## config.mk

```make
export PLATFORM = sky130hd
export DESIGN_NAME = life_meter_display
export DESIGN_NICKNAME = d
export VERILOG_FILES = /design/src/rtl/life_meter_display_pkg.sv /design/src/rtl/hearts_rom.sv /design/src/rtl/life_meter_display.sv
export SDC_FILE = /design/constraint.sdc
export NUM_CORES = 1
export LEC_CHECK = 0
export ABC_AREA = 1
export BUFFER_PORTS_ARGS = -buffer_cell sky130_fd_sc_hd__buf_4
export CORE_MARGIN = 3
export CORE_UTILIZATION = 50
export DETAILED_ROUTE_END_ITERATION = 10
export PLACE_DENSITY = 0.76
export SETUP_SLACK_MARGIN = 0.02
export SLEW_MARGIN = 20
export SYNTH_ARGS = -nofsm -noshare
export SYNTH_HDL_FRONTEND = slang
export SYNTH_SLANG_ARGS = --single-unit
```

## constraint.sdc

```tcl
create_clock -name clk -period 2.5 [get_ports clk]
set_input_delay 0.5 -clock clk [delete_from_list [all_inputs] [get_ports clk]]
set_output_delay 0.5 -clock clk [all_outputs]
set_load 0.01 [all_outputs]
```

## src/rtl/life_meter_display_pkg.sv

```systemverilog
// Shared types and sprite geometry for the life meter overlay.
package life_meter_display_pkg;
    typedef enum logic {IDLE, BLINK} state_e;

    localparam int          SPRITE_W      = 16;
    localparam int          SPRITE_H      = 16;
    localparam int          EMPTY_ROW_OFS = 16;
    localparam logic [11:0] DEF_BG_COLOR  = 12'h6DE;
endpackage

```

## src/rtl/hearts_rom.sv

```systemverilog
// Heart sprite ROM: rows 0-15 full heart, rows 16-31 empty heart; one-cycle registered read.
module hearts_rom (
    input  logic        clk,
    input  logic [4:0]  row,
    input  logic [3:0]  col,
    output logic [11:0] color_data
);
    logic [15:0] w_mask;
    logic [11:0] w_pix;

    // Bit 15 is the leftmost pixel; both halves share the same silhouette.
    always_comb begin
        case (row[3:0])
            4'd2:    w_mask = 16'h3838;
            4'd3:    w_mask = 16'h7C7C;
            4'd4:    w_mask = 16'hFEFE;
            4'd5:    w_mask = 16'hFFFE;
            4'd6:    w_mask = 16'hFFFE;
            4'd7:    w_mask = 16'hFFFE;
            4'd8:    w_mask = 16'h7FFC;
            4'd9:    w_mask = 16'h3FF8;
            4'd10:   w_mask = 16'h1FF0;
            4'd11:   w_mask = 16'h0FE0;
            4'd12:   w_mask = 16'h07C0;
            4'd13:   w_mask = 16'h0380;
            4'd14:   w_mask = 16'h0100;
            default: w_mask = 16'h0000;
        endcase
        if (w_mask[4'd15 - col])
            w_pix = row[4] ? 12'h888 : 12'hF00;
        else
            w_pix = 12'h6DE;
    end

    always_ff @(posedge clk)
        color_data <= w_pix;
endmodule

```

## src/rtl/life_meter_display.sv

```systemverilog
// Row of heart sprites with frame-synchronous count updates and blinking of lost hearts.
module life_meter_display
    import life_meter_display_pkg::*;
#(
    parameter int          MAX_HEARTS   = 3,
    parameter int          X0           = 240,
    parameter int          Y0           = 16,
    parameter int          SPACING      = 16,
    parameter int          BLINK_FRAMES = 60,
    parameter int          BLINK_PERIOD = 8,
    parameter logic [11:0] BG_COLOR     = DEF_BG_COLOR
) (
    input  logic        clk,
    input  logic        reset_n,
    input  logic [9:0]  x,
    input  logic [9:0]  y,
    input  logic        frame_tick,
    input  logic [3:0]  num_hearts,
    output logic [11:0] color_data,
    output logic        hearts_on,
    output logic        blinking
);
    localparam int CNT_W = (BLINK_FRAMES > 1) ? $clog2(BLINK_FRAMES) : 1;

    state_e             r_state, w_state_nxt;
    logic [3:0]         r_shown, r_lo, r_hi, w_shown_nxt, w_lo_nxt, w_hi_nxt, w_req;
    logic [CNT_W-1:0]   r_frame_cnt, w_frame_cnt_nxt;
    logic               r_vis, r_primed, w_vis_nxt, w_primed_nxt;
    logic               r_in_slot, r_blinking, w_in_slot;
    logic [4:0]         w_row;
    logic [3:0]         w_col;

    assign w_req = (num_hearts > 4'(MAX_HEARTS)) ? 4'(MAX_HEARTS) : num_hearts;

    always_comb begin
        w_state_nxt     = r_state;
        w_shown_nxt     = r_shown;
        w_lo_nxt        = r_lo;
        w_hi_nxt        = r_hi;
        w_frame_cnt_nxt = r_frame_cnt;
        w_vis_nxt       = r_vis;
        w_primed_nxt    = r_primed;
        if (frame_tick) begin
            if (!r_primed) begin
                // First frame after reset just adopts the requested count.
                w_shown_nxt  = w_req;
                w_primed_nxt = 1'b1;
            end else if (w_req < r_shown) begin
                w_lo_nxt        = w_req;
                w_hi_nxt        = (r_state == IDLE) ? r_shown : r_hi;
                w_shown_nxt     = w_req;
                w_frame_cnt_nxt = '0;
                w_vis_nxt       = 1'b0;
                w_state_nxt     = BLINK;
            end else if (w_req > r_shown) begin
                w_shown_nxt = w_req;
                w_state_nxt = IDLE;
            end else if (r_state == BLINK) begin
                if (r_frame_cnt == CNT_W'(BLINK_FRAMES - 1)) begin
                    w_state_nxt = IDLE;
                end else begin
                    w_frame_cnt_nxt = r_frame_cnt + 1'b1;
                    if (((int'(r_frame_cnt) + 1) % BLINK_PERIOD) == 0)
                        w_vis_nxt = ~r_vis;
                end
            end
        end
    end

    always_comb begin
        w_in_slot = 1'b0;
        w_row     = '0;
        w_col     = '0;
        for (int i = 0; i < MAX_HEARTS; i++) begin
            if (x >= 10'(X0 + i*SPACING) && x < 10'(X0 + i*SPACING + SPRITE_W) &&
                y >= 10'(Y0) && y < 10'(Y0 + SPRITE_H)) begin
                w_in_slot = 1'b1;
                w_col     = 4'(x - 10'(X0 + i*SPACING));
                if (i < int'(r_shown) ||
                    (r_state == BLINK && r_vis && i >= int'(r_lo) && i < int'(r_hi)))
                    w_row = 5'(y - 10'(Y0));
                else
                    w_row = 5'(y - 10'(Y0) + 10'(EMPTY_ROW_OFS));
            end
        end
    end

    always_ff @(posedge clk or negedge reset_n) begin
        if (!reset_n) begin
            r_state     <= IDLE;
            r_shown     <= '0;
            r_lo        <= '0;
            r_hi        <= '0;
            r_frame_cnt <= '0;
            r_vis       <= 1'b1;
            r_primed    <= 1'b0;
            r_in_slot   <= 1'b0;
            r_blinking  <= 1'b0;
        end else begin
            r_state     <= w_state_nxt;
            r_shown     <= w_shown_nxt;
            r_lo        <= w_lo_nxt;
            r_hi        <= w_hi_nxt;
            r_frame_cnt <= w_frame_cnt_nxt;
            r_vis       <= w_vis_nxt;
            r_primed    <= w_primed_nxt;
            r_in_slot   <= w_in_slot;
            r_blinking  <= (w_state_nxt == BLINK);
        end
    end

    hearts_rom u_rom (
        .clk        (clk),
        .row        (w_row),
        .col        (w_col),
        .color_data (color_data)
    );

    // Slot flag is aligned with the ROM's registered colour.
    assign hearts_on = r_in_slot && (color_data != BG_COLOR);
    assign blinking  = r_blinking;
endmodule

```

==> results of run 1 <==
worst reg2reg max path: stages (launching register included):
cell and delay [ns]:
dfrtp_1 0.40, inv_1 0.08, ha_1 0.31, inv_1 0.06, nor2_1 0.03, o211ai_1 0.15
nand2_1 0.09, nor2_1 0.12, inv_1 0.07, nand2_1 0.12, inv_1 0.07, nor3_1 0.18
o21ai_0 0.10, a21oi_1 0.11
stage by stage:
step           setup WS, ns  cells
6_report              0.474    321
5_1_grt              0.0827    321
4_1_cts               0.480    321
3_5_place_dp          0.101    317
3_3_place_gp          0.166    317
2_1_floorplan         0.236    240
cells in the final DEF, fill, tap and decap left out, types with 2 or more instances in the layout:
cell type / synthesis / layout
nand2_1: 60 / 60
buf_4: 7 / 42
inv_1: 35 / 35
dfrtp_1: 21 / 21
nor2_1: 18 / 18
nand3_1: 18 / 18
o21ai_0: 15 / 15
a21oi_1: 12 / 12
nor3_1: 6 / 6
nand2_2: 6 / 6
ha_1: 6 / 6
dfxtp_1: 5 / 5
nand4_1: 4 / 4
conb_1: 1 / 4
nor2_2: 3 / 3
o211ai_1: 3 / 3
clkbuf_4: 0 / 3
nand3_2: 2 / 2
cell families after synthesis:
| group | after synthesis | share of synthesized area, % |
|---|---|---|
| and+or+nand+nor | 122 | 32.6 |
| buffers and inverters | 44 | 11.9 |
| AOI/OAI and AO/OA | 35 | 11.6 |
| DFF | 27 | 38.1 |
| adders and majority gates | 6 | 4.39 |
| other | 1 | 0.219 |
| xor gates and xnor gates | 1 | 0.512 |
| muxes | 1 | 0.658 |
worst max path at each step:
stage,from,end,cells after the start
after floorplan,num_hearts[3],r_frame_cnt[4]$_DFFE_PN0P_,14
after global placement,num_hearts[3],r_frame_cnt[4]$_DFFE_PN0P_,15
after detailed placement,num_hearts[3],r_frame_cnt[4]$_DFFE_PN0P_,15
after CTS,num_hearts[3],r_frame_cnt[4]$_DFFE_PN0P_,15
after global routing,num_hearts[3],r_frame_cnt[4]$_DFFE_PN0P_,15
final,num_hearts[3],r_frame_cnt[4]$_DFFE_PN0P_,15
flip-flops by register name, indices dropped and copies added, names as in the netlist:
signal / cells
r_primed: 1
r_vis: 1
r_hi: 4
r_shown: 4
r_lo: 4
blinking: 1
r_in_slot: 1
u_rom.color_data: 5
r_frame_cnt: 6
area by class of cell:
| class | instances | area [um2] | share of cell area, % |
|---|---|---|---|
| Clock buffer | 3 | 22.5 | 1.10 |
| Clock inverter | 1 | 7.51 | 0.366 |
| Multi-Input combinational cell | 169 | 867 | 42.3 |
| Timing Repair Buffer | 42 | 315 | 15.4 |
| Tap cell | 44 | 55.1 | 2.68 |
| Inverter | 35 | 131 | 6.41 |
| Sequential cell | 27 | 652 | 31.8 |
routing by layer:
| layer | GRT usage (%) | wire (um) |
|---|---|---|
| met3 | 3.12 | 80 |
| met2 | 30.4 | 1690 |
| met5 | 0 | 0 |
| met1 | 22.2 | 1490 |
| met4 | 3.17 | 23 |
report_power, final:
| group | total, mW | internal [mW] | switching (mW) |
|---|---|---|---|
| Sequential | 0.524 | 0.485 | 0.0390 |
| Combinational | 0.198 | 0.0901 | 0.108 |
| Clock | 0.193 | 0.0612 | 0.132 |
| Total | 0.914 | 0.636 | 0.278 |
==> out/metrics.yaml, run 1 <==
critical_path:
  reg2regPathDepth: 13
  path_buf_inv: 5
  r2r_end: "r_frame_cnt[4]$_DFFE_PN0P_"
  crit_slowest_cell: "ha_1"
  crit_chain: "buf_4 > nor3_1 > inv_1 > ha_1 > inv_1 > nor2_1 > o211ai_1 > nand2_1 > nor2_1 > inv_1 > nand2_1 > inv_1 > nor3_1 > o21ai_0 > a21oi_1"
  critical_path_required_ns: 2.78
  arrival_ns: 2.30
  crit_fanout: 5
  startpoint_type: "input port"
  crit_top_cell: "inv_1"
  cp_top_family: "simple AND/OR/NAND/NOR gates"
  critPathMaxStageDelay_ns: 0.29
  path_class: "in -> reg"
  r2r_slack_ns: 0.56
  r2r_start: "r_shown[1]$_DFFE_PN0P_"
  critPathCaptureType: "register"
flow_run:
  cap_violations: 0
logic_synthesis:
  synthTopCellsByArea: "dfrtp_1 (31%), nand2_1 (13%), inv_1 (7.7%)"
  avgSynthCellArea_um2: 7.22
  yosysTopAreaCell: "dfrtp_1"
  ys_warn_count: 0
  ys_top_cells_by_count: "nand2_1 (60), inv_1 (35), dfrtp_1 (21)"
  yosysSeqAreaShare_pct: 38.1
  synth_area_um2: 1710
  synth-async-reset-ratio_pct: 81.5
  ys_seq_elements: 27
  synth_edf_count: 0
  syn_inst: 237
  synth_top_area_share_pct: 30.7
  ys_types: 32
  synthFlopType: "dfrtp_1"
  yosysMostFrequentCell: "nand2_1"
clock_tree:
  clkTransAtPathRegs_ns: 0.16
  cts_tree: "done"
  post_cts_buffers: 0
  cts_made_buffers: 3
  htree_levels: 1
  ctsHoldBuffers: 0
  ctsLongestPathBuffers: 2
  ctsResizeCount: 0
  clk_latency_ns: 0.33
  root_buffer: "clkbuf_4"
  cts.sink_count: 27
min_path:
  hold_class: "in -> async"
global_routing:
  antenna_found_initial: 0
  grt_max_degree: 23
  grt_pass1_vias: 1441
  track_usage_pct: 17.2
  grt_pass1_wl_um: 5850
  grt_overflow_total: 0
sta:
  finalSetupViolations: 0
  hold_violations: 0
  fin_worst_skew_ns: 0.0178
  max_clock_freq_mhz: 493
  finalCritPeriodShare_pct: 81.1
  period_needed_ns: 2.03
  grt_setup_unrepaired: "no"
  tns_ns: 0
  whs_ns: 0.0149
  finalMaxSlewViolations: 0
die:
  io_pins: 41
  core-area_um2: 3150
  initial_core_util_pct: 54.2
  row_count: 20
  die_h_um: 64.5
  dieArea_um2: 4160
  die_w_um: 64.5
power:
  p_per_area_nw_per_um2: 446
  total_power_mw: 0.914
  vdd.ir_drop.worst_mv: 0.336
  p_leak_nw: 1.12
place:
  gp_congestion: 0.864
  placed_area_um2: 2020
  place.port_buffers: 38
  dp_hpwl_um: 2720
finish:
  layout.nets: 311
  drive_above_1_share_pct: 22.7
  fin_util_pct: 65.0
  syn_to_final_growth_pct: 19.9
  nFillCells: 310
  design_area_um2: 2050
  num_antenna_cells: 0
detailed_routing:
  via_per_inst: 4.78
  wire_per_inst_um: 10.2
  ant_nets: 0
  drc: 0
  first_pass_iters: 4
  routed-via-count: 1535
  wl_um: 3280
  drt_iter0_drc: 60
outcome:
  outcome: "complete, no violations"
Power figures use the tool's default switching activity.
==> inputs of run 2 (changes only) <==
Settings changed: ABC_AREA 1 to 0, CORE_UTILIZATION 50 to 48, PLACE_DENSITY 0.76 to 0.77.
Clock period 2.5 ns to 1.86 ns, I/O delays scaled along.
==> out/metrics.yaml, run 2 <==
logic_synthesis:
  ys_seq_elements: 27  # unchanged
  yosysMostFrequentCell: "dfrtp_1"  # was nand2_1
  syn_inst: 172  # was 237
  avgSynthCellArea_um2: 9.59  # was 7.22 um2
  synthTopCellsByArea: "dfrtp_1 (32%), dfxtp_1 (6.1%), ha_1 (4.5%)"  # was dfrtp_1 (31%), nand2_1 (13%), inv_1 (7.7%)
  synth_edf_count: 0  # unchanged
  ys_warn_count: 0  # unchanged
  ys_top_cells_by_count: "dfrtp_1 (21), nand2_1 (13), nor2_1 (9)"  # was nand2_1 (60), inv_1 (35), dfrtp_1 (21)
  synth-async-reset-ratio_pct: 81.5  # unchanged
  synth_top_area_share_pct: 31.8  # was 30.7%
  yosysTopAreaCell: "dfrtp_1"  # unchanged
  ys_types: 51  # was 32
  yosysSeqAreaShare_pct: 39.5  # was 38.1%
  synth_area_um2: 1650  # was 1710 um2
  synthFlopType: "dfrtp_1"  # unchanged
die:
  die_w_um: 64.6  # was 64.5 um
  die_h_um: 64.6  # was 64.5 um
  core-area_um2: 3150  # unchanged
  initial_core_util_pct: 52.3  # was 54.2%
  row_count: 20  # unchanged
  io_pins: 41  # unchanged
  dieArea_um2: 4180  # was 4160 um2
critical_path:
  path_class: "in -> reg"  # unchanged
  critPathMaxStageDelay_ns: 0.40  # was 0.29 ns
  reg2regPathDepth: 8  # was 13
  startpoint_type: "input port"  # unchanged
  crit_chain: "buf_6 > or3_4 > ha_4 > nor2b_4 > o21a_1 > o21a_1 > or3_4 > nor2_4 > mux2_4"  # was buf_4 > nor3_1 > inv_1 > ha_1 > inv_1 > nor2_1 > o211ai_1 > nand2_1 > nor2_1 > inv_1 > nand2_1 > inv_1 > nor3_1 > o21ai_0 > a21oi_1
  crit_fanout: 4  # was 5
  critPathCaptureType: "register"  # unchanged
  crit_slowest_cell: "or3_4"  # was ha_1
  critical_path_required_ns: 2.07  # was 2.78 ns
  arrival_ns: 2.38  # was 2.30 ns
power:
  pwr-share-comb_pct: 23.3  # was 21.6%
  p_per_area_nw_per_um2: 524  # was 446 nW/um2
  pwr-share-clk_pct: 21.1  # about the same
  seqPwrFrac_pct: 55.6  # was 57.3%
  total_power_mw: 1.15  # was 0.914 mW
  vdd.ir_drop.worst_mv: 0.386  # was 0.336 mV
  switching_share_pct: 27.0  # was 30.4%
  p_int_mw: 0.840  # was 0.636 mW
  p_leak_nw: 1.01  # was 1.12 nW
  power.switching_mw: 0.311  # was 0.278 mW
clock_tree:
  ctsLongestPathBuffers: 2  # unchanged
  htree_levels: 1  # unchanged
  cts.sink_count: 27  # unchanged
  clk_latency_ns: 0.31  # was 0.33 ns
  clkTransAtPathRegs_ns: 0.13  # was 0.16 ns
  cts_tree: "done"  # unchanged
  cts_made_buffers: 3  # unchanged
  root_buffer: "clkbuf_4"  # unchanged
global_routing:
  track_usage_pct: 17.8  # was 17.2%
  grt_max_degree: 23  # unchanged
  grt_pass1_vias: 1456  # was 1,441
  grt_pass1_wl_um: 6040  # was 5850 um
  grt_overflow_total: 0  # unchanged
  antenna_found_initial: 0  # unchanged
sta:
  period_needed_ns: 2.17
  hold_violations: 0  # unchanged
  finalCritPeriodShare_pct: 117
  grt_setup_unrepaired: "yes"  # was no
  finalSetupViolations: 17  # was 0
  fin_worst_skew_ns: 0.00549  # was 0.0178 ns
  finalMaxSlewViolations: 0  # unchanged
  whs_ns: 0.252  # was 0.0149 ns
  max_clock_freq_mhz: 460
  setup_ws_ns: -0.313  # was 0.474 ns
place:
  dp_hpwl_um: 2910  # was 2720 um
  place.port_buffers: 38  # unchanged
  gp_congestion: 0.882  # was 0.864
  placed_area_um2: 2080  # was 2020 um2
  dp_slack_ns: -0.719  # was 0.101 ns
min_path:
  holdPathStages: 2
  hold_class: "in -> reg"  # was in -> async
finish:
  reg.largest.list: "r_frame_cnt: 6 flops, u_rom.color_data: 5 flops"  # unchanged
  layout.nets: 260  # was 311
  num_antenna_cells: 0  # unchanged
  syn_to_final_growth_pct: 33.1  # was 19.9%
  drive_above_1_share_pct: 36.3  # was 22.7%
  final_common_cell: "buf_4"  # was nand2_1
  largest_register: "r_frame_cnt"  # unchanged
  final_cell_mix: "buf_4 (54), dfrtp_1 (21), nand2_1 (13), nand4_1 (8), nor2_1 (8)"  # was nand2_1 (60), buf_4 (42), inv_1 (35), dfrtp_1 (21)
  design_area_um2: 2200  # was 2050 um2
  largest_reg_flops: 6  # unchanged
detailed_routing:
  routed-via-count: 1448  # was 1,535
  wl_um: 3680  # was 3280 um
  first_pass_iters: 5  # was 4
  via_per_inst: 5.36  # was 4.78
  drc: 0  # unchanged
  ant_nets: 0  # unchanged
  wire_per_inst_um: 13.6  # was 10.2 um
  drt_iter0_drc: 63  # was 60
flow_run:
  cap_violations: 0  # unchanged
outcome:
  violations: "negative setup slack"
  outcome: "complete, but fails checks"  # was complete, no violations
-- run 2: power by group through the flow --
| stage | sequential (mW) | combinational, mW | clock [mW] |
|---|---|---|---|
| 2_1_floorplan | 0.648 | 0.127 | 0 |
| 3_3_place_gp | 0.650 | 0.225 | 0 |
| 3_5_place_dp | 0.651 | 0.238 | 0 |
| 4_1_cts | 0.640 | 0.259 | 0.255 |
| 5_1_grt | 0.645 | 0.293 | 0.275 |
| 6_report | 0.641 | 0.268 | 0.243 |
-- run 2: layout make-up --
cell class	instances	area (um2)
multi-input cells	129	977
repair buffers	59	460
fillers	253	956
well taps	44	55.1
clock buffers	4	26.3
inverters	7	26.3
flip-flops and latches	27	652
-- run 2: final timing paths --
check / startpoint / to / slack (ns)
setup / recovery: num_hearts[1] / r_hi[0]$_DFFE_PN0P_ / -0.31
setup reg to reg: r_shown[1]$_DFFE_PN0P_ / r_hi[0]$_DFFE_PN0P_ / -0.27
min in group asynchronous: reset_n / r_lo[3]$_DFFE_PN0P_ / 0.46
hold reg to reg: r_lo[3]$_DFFE_PN0P_ / r_lo[3]$_DFFE_PN0P_ / 0.51
hold / removal: x[9] / r_in_slot$_DFF_PN0_ / 0.25
max in group asynchronous: reset_n / r_vis$_DFFE_PN1P_ / 1.13
-- run 2: kinds of logic (layout without fill, tap and decap cells) --
family / count (synthesis) / in the layout / share of synthesized area [%]
AND/OR/NAND/NOR: 73 / 73 / 27.6
AO/OA/AOI/OAI: 34 / 34 / 14.7
flip-flops: 27 / 27 / 39.5
buffers and inverters: 19 / 70 / 6.14
adder cells (fa/ha/maj): 7 / 7 / 5.16
multiplexers: 6 / 6 / 4.02
XOR/XNOR: 5 / 5 / 2.65
other: 1 / 4 / 0.227
-- run 2: routing by layer --
layer  wire (um)  global-route usage, %  vias up
li1            -                      -      722
met1        1580                   20.8      677
met2        1870                   33.9       43
met3         165                   2.60        6
met4          50                   4.22        0
met5           0                      0        -
-- run 2: repair_timing --
action / CTS / global route
pin swaps: 2 / 5
setup endpoints to repair: 20 / 20
gates resized for setup: 12 / 4
setup buffers: 2 / 2
hold buffers: 1 / 0
hold endpoints to repair: 21 / 0
-- run 2: critical path: cells and delay by family --
kind	cells	cell delay, ns
AOI/OAI and AO/OA	2	0.34
adders and majority gates	1	0.23
buffers and inverters	1	0.09
muxes	1	0.32
and+or+nand+nor	4	1.05
-- run 2: per-stage QoR --
| stage | TNS [ns] | cells | utilization (%) |
|---|---|---|---|
| 2_1_floorplan | -5.88 | 175 | - |
| 3_3_place_gp | -9.58 | 262 | 65.8 |
| 3_5_place_dp | -10.67 | 262 | 65.8 |
| 4_1_cts | -2.33 | 269 | 69.1 |
| 5_1_grt | -3.08 | 270 | 69.7 |
| 6_report | -2.67 | 270 | 69.7 |
==> inputs of run 3 (changes only) <==
Settings changed: CORE_ASPECT_RATIO from default to 2, CTS_CLUSTER_SIZE from default to 40.
==> out/metrics.yaml, run 3 (synthesis gave the netlist of run 2 again) <==
die:
  die_w_um: 47.5  # was 64.6 um
  io_pins: 41  # unchanged
  die_h_um: 88.9  # was 64.6 um
  initial_core_util_pct: 51.1  # was 52.3%
  row_count: 29  # was 20
  dieArea_um2: 4220  # was 4180 um2
  core-area_um2: 3230  # was 3150 um2
clock_tree:
  cts_made_buffers: 3  # unchanged
  htree_levels: 1  # unchanged
  cts.sink_count: 27  # unchanged
  ctsLongestPathBuffers: 2  # unchanged
  clkTransAtPathRegs_ns: 0.09  # was 0.13 ns
  root_buffer: "clkbuf_8"  # was clkbuf_4
  cts_tree: "done"  # unchanged
  clk_latency_ns: 0.26  # was 0.31 ns
detailed_routing:
  ant_nets: 0  # unchanged
  first_pass_iters: 6  # was 5
  wire_per_inst_um: 16.4  # was 13.6 um
  via_per_inst: 5.86  # was 5.36
  routed-via-count: 1517  # was 1,448
  drc: 0  # unchanged
  drt_iter0_drc: 29  # was 63
  wl_um: 4250  # was 3680 um
power:
  power.switching_mw: 0.334  # was 0.311 mW
  p_int_mw: 0.908  # was 0.840 mW
  p_per_area_nw_per_um2: 560  # was 524 nW/um2
  p_leak_nw: 1.03  # was 1.01 nW
  pwr-share-comb_pct: 22.1  # was 23.3%
  pwr-share-clk_pct: 26.1  # was 21.1%
  vdd.ir_drop.worst_mv: 0.409  # was 0.386 mV
  switching_share_pct: 26.9  # was 27.0%
  seqPwrFrac_pct: 51.8  # was 55.6%
min_path:
  hold_class: "in -> reg"  # unchanged
  holdPathStages: 2  # unchanged
critical_path:
  cp_top_family: "simple AND/OR/NAND/NOR gates"  # unchanged
  critPathCaptureType: "register"  # unchanged
  critical_path_required_ns: 2.01  # was 2.07 ns
  cp.depth: 9  # unchanged
  path_buf_inv: 1  # unchanged
  crit_chain: "buf_6 > or3_4 > ha_4 > nor2b_4 > o21a_1 > o21a_1 > or3_4 > nor2_4 > mux2_4"  # unchanged
  path_class: "in -> reg"  # unchanged
  crit_slowest_cell: "or3_4"  # unchanged
  critPathMaxStageDelay_ns: 0.40  # about the same
  arrival_ns: 2.40  # was 2.38 ns
  crit_fanout: 4  # unchanged
  reg2regPathDepth: 8  # unchanged
  startpoint_type: "input port"  # unchanged
place:
  gp_congestion: 0.851  # was 0.882
  placed_area_um2: 2060  # was 2080 um2
  place.port_buffers: 38  # unchanged
  dp_slack_ns: -0.732  # was -0.719 ns
  dp_hpwl_um: 3290  # was 2910 um
sta:
  finalCritPeriodShare_pct: 121  # was 117%
  setup_ws_ns: -0.382  # was -0.313 ns
  grt_setup_unrepaired: "yes"  # unchanged
  finalMaxSlewViolations: 0  # unchanged
  fin_worst_skew_ns: 0.00226  # was 0.00549 ns
  period_needed_ns: 2.24  # was 2.17 ns
  finalSetupViolations: 20  # was 17
  hold_violations: 0  # unchanged
  max_clock_freq_mhz: 446  # was 460 MHz
global_routing:
  track_usage_pct: 21.3  # was 17.8%
  grt_pass1_wl_um: 6470  # was 6040 um
  grt_max_degree: 23  # unchanged
  grt_overflow_total: 0  # unchanged
  antenna_found_initial: 0  # unchanged
  grt_pass1_vias: 1528  # was 1,456
finish:
  final_common_cell: "buf_4"  # unchanged
  final_cell_mix: "buf_4 (56), dfrtp_1 (21), nand2_1 (13), nand4_1 (8), nor2_1 (8)"  # was buf_4 (54), dfrtp_1 (21), nand2_1 (13), nand4_1 (8), nor2_1 (8)
  largest_register: "r_frame_cnt"  # unchanged
  num_antenna_cells: 0  # unchanged
  syn_to_final_growth_pct: 34.4  # was 33.1%
  layout.nets: 262  # was 260
  reg.largest.list: "r_frame_cnt: 6 flops, u_rom.color_data: 5 flops"  # unchanged
  largest_reg_flops: 6  # unchanged
  design_area_um2: 2220  # was 2200 um2
  drive_above_1_share_pct: 37.3  # was 36.3%
outcome:
  violations: "negative setup slack"  # unchanged
  outcome: "complete, but fails checks"  # unchanged
flow_run:
  cap_violations: 0  # unchanged
-- run 3: changes by cell type in the layout (fill, tap and decap cells not counted), sizes merged --
cell,delta
clkbuf,-1
clkinv,+1
buf,+2
-- run 3: power groups by stage --
stage	Clock (mW)	Sequential [mW]	Combinational, mW
after floorplan	0	0.648	0.127
after global placement	0	0.652	0.227
after detailed placement	0	0.655	0.240
after CTS	0.328	0.643	0.268
after global routing	0.362	0.647	0.299
final	0.324	0.644	0.275
-- run 3: worst paths after layout --
kind	startpoint	to	slack (ns)
hold / removal	frame_tick	r_primed$_DFFE_PN0P_	0.35
max in group asynchronous	reset_n	r_vis$_DFFE_PN1P_	1.06
min in group asynchronous	reset_n	r_frame_cnt[3]$_DFFE_PN0P_	0.52
hold reg to reg	r_lo[2]$_DFFE_PN0P_	r_lo[2]$_DFFE_PN0P_	0.49
setup reg to reg	r_shown[1]$_DFFE_PN0P_	r_hi[2]$_DFFE_PN0P_	-0.27
setup / recovery	num_hearts[1]	r_hi[2]$_DFFE_PN0P_	-0.38
-- run 3: worst reg2reg max path, cell delays in order, from the launching register on --
cell and delay, ns:
dfrtp_1 0.40, inv_1 0.10, ha_4 0.22, nor2b_4 0.12, o21a_1 0.16, o21a_1 0.18, or3_4 0.34, nor2_4 0.18
mux2_4 0.33
-- run 3: layout make-up --
cell class | instances | area (um2)
Fill cell | 267 | 1010
Clock inverter | 1 | 5.00
Sequential cell | 27 | 652
Clock buffer | 3 | 41.3
Timing Repair Buffer | 61 | 475
Inverter | 7 | 26.3
Tap cell | 31 | 38.8
Multi-Input combinational cell | 129 | 980
-- run 3: what timing repair did --
action | 4_1_cts | 5_1_grt
hold endpoints to repair | 21 | 0
resized for setup | 14 | 1
setup endpoints to repair | 20 | 21
buffers inserted | 4 | 2
pin swaps | 3 | 8
cloned | 0 | 0
hold buffers | 1 | 0
-- run 3: stage by stage --
| step | util, % | power, mW | setup TNS [ns] | std cells | hold slack [ns] |
|---|---|---|---|---|---|
| 2_1_floorplan | - | 0.775 | -5.88 | 175 | 0.0764 |
| 3_3_place_gp | 63.8 | 0.879 | -10.05 | 249 | 0.269 |
| 3_5_place_dp | 63.8 | 0.895 | -11.12 | 249 | 0.277 |
| 4_1_cts | 68.1 | 1.24 | -3.83 | 257 | 0.346 |
| 5_1_grt | 68.7 | 1.31 | -4.74 | 259 | 0.349 |
| 6_report | 68.7 | 1.24 | -3.73 | 259 | 0.353 |
-- run 3: metal layers --
metal / vias to the layer above / GRT usage, % / wire length (um)
li1: 725 / - / -
met1: 722 / 20.1 / 1410
met2: 56 / 40.7 / 2430
met3: 14 / 2.02 / 194
met4: 0 / 11.8 / 217
met5: - / 0 / 0
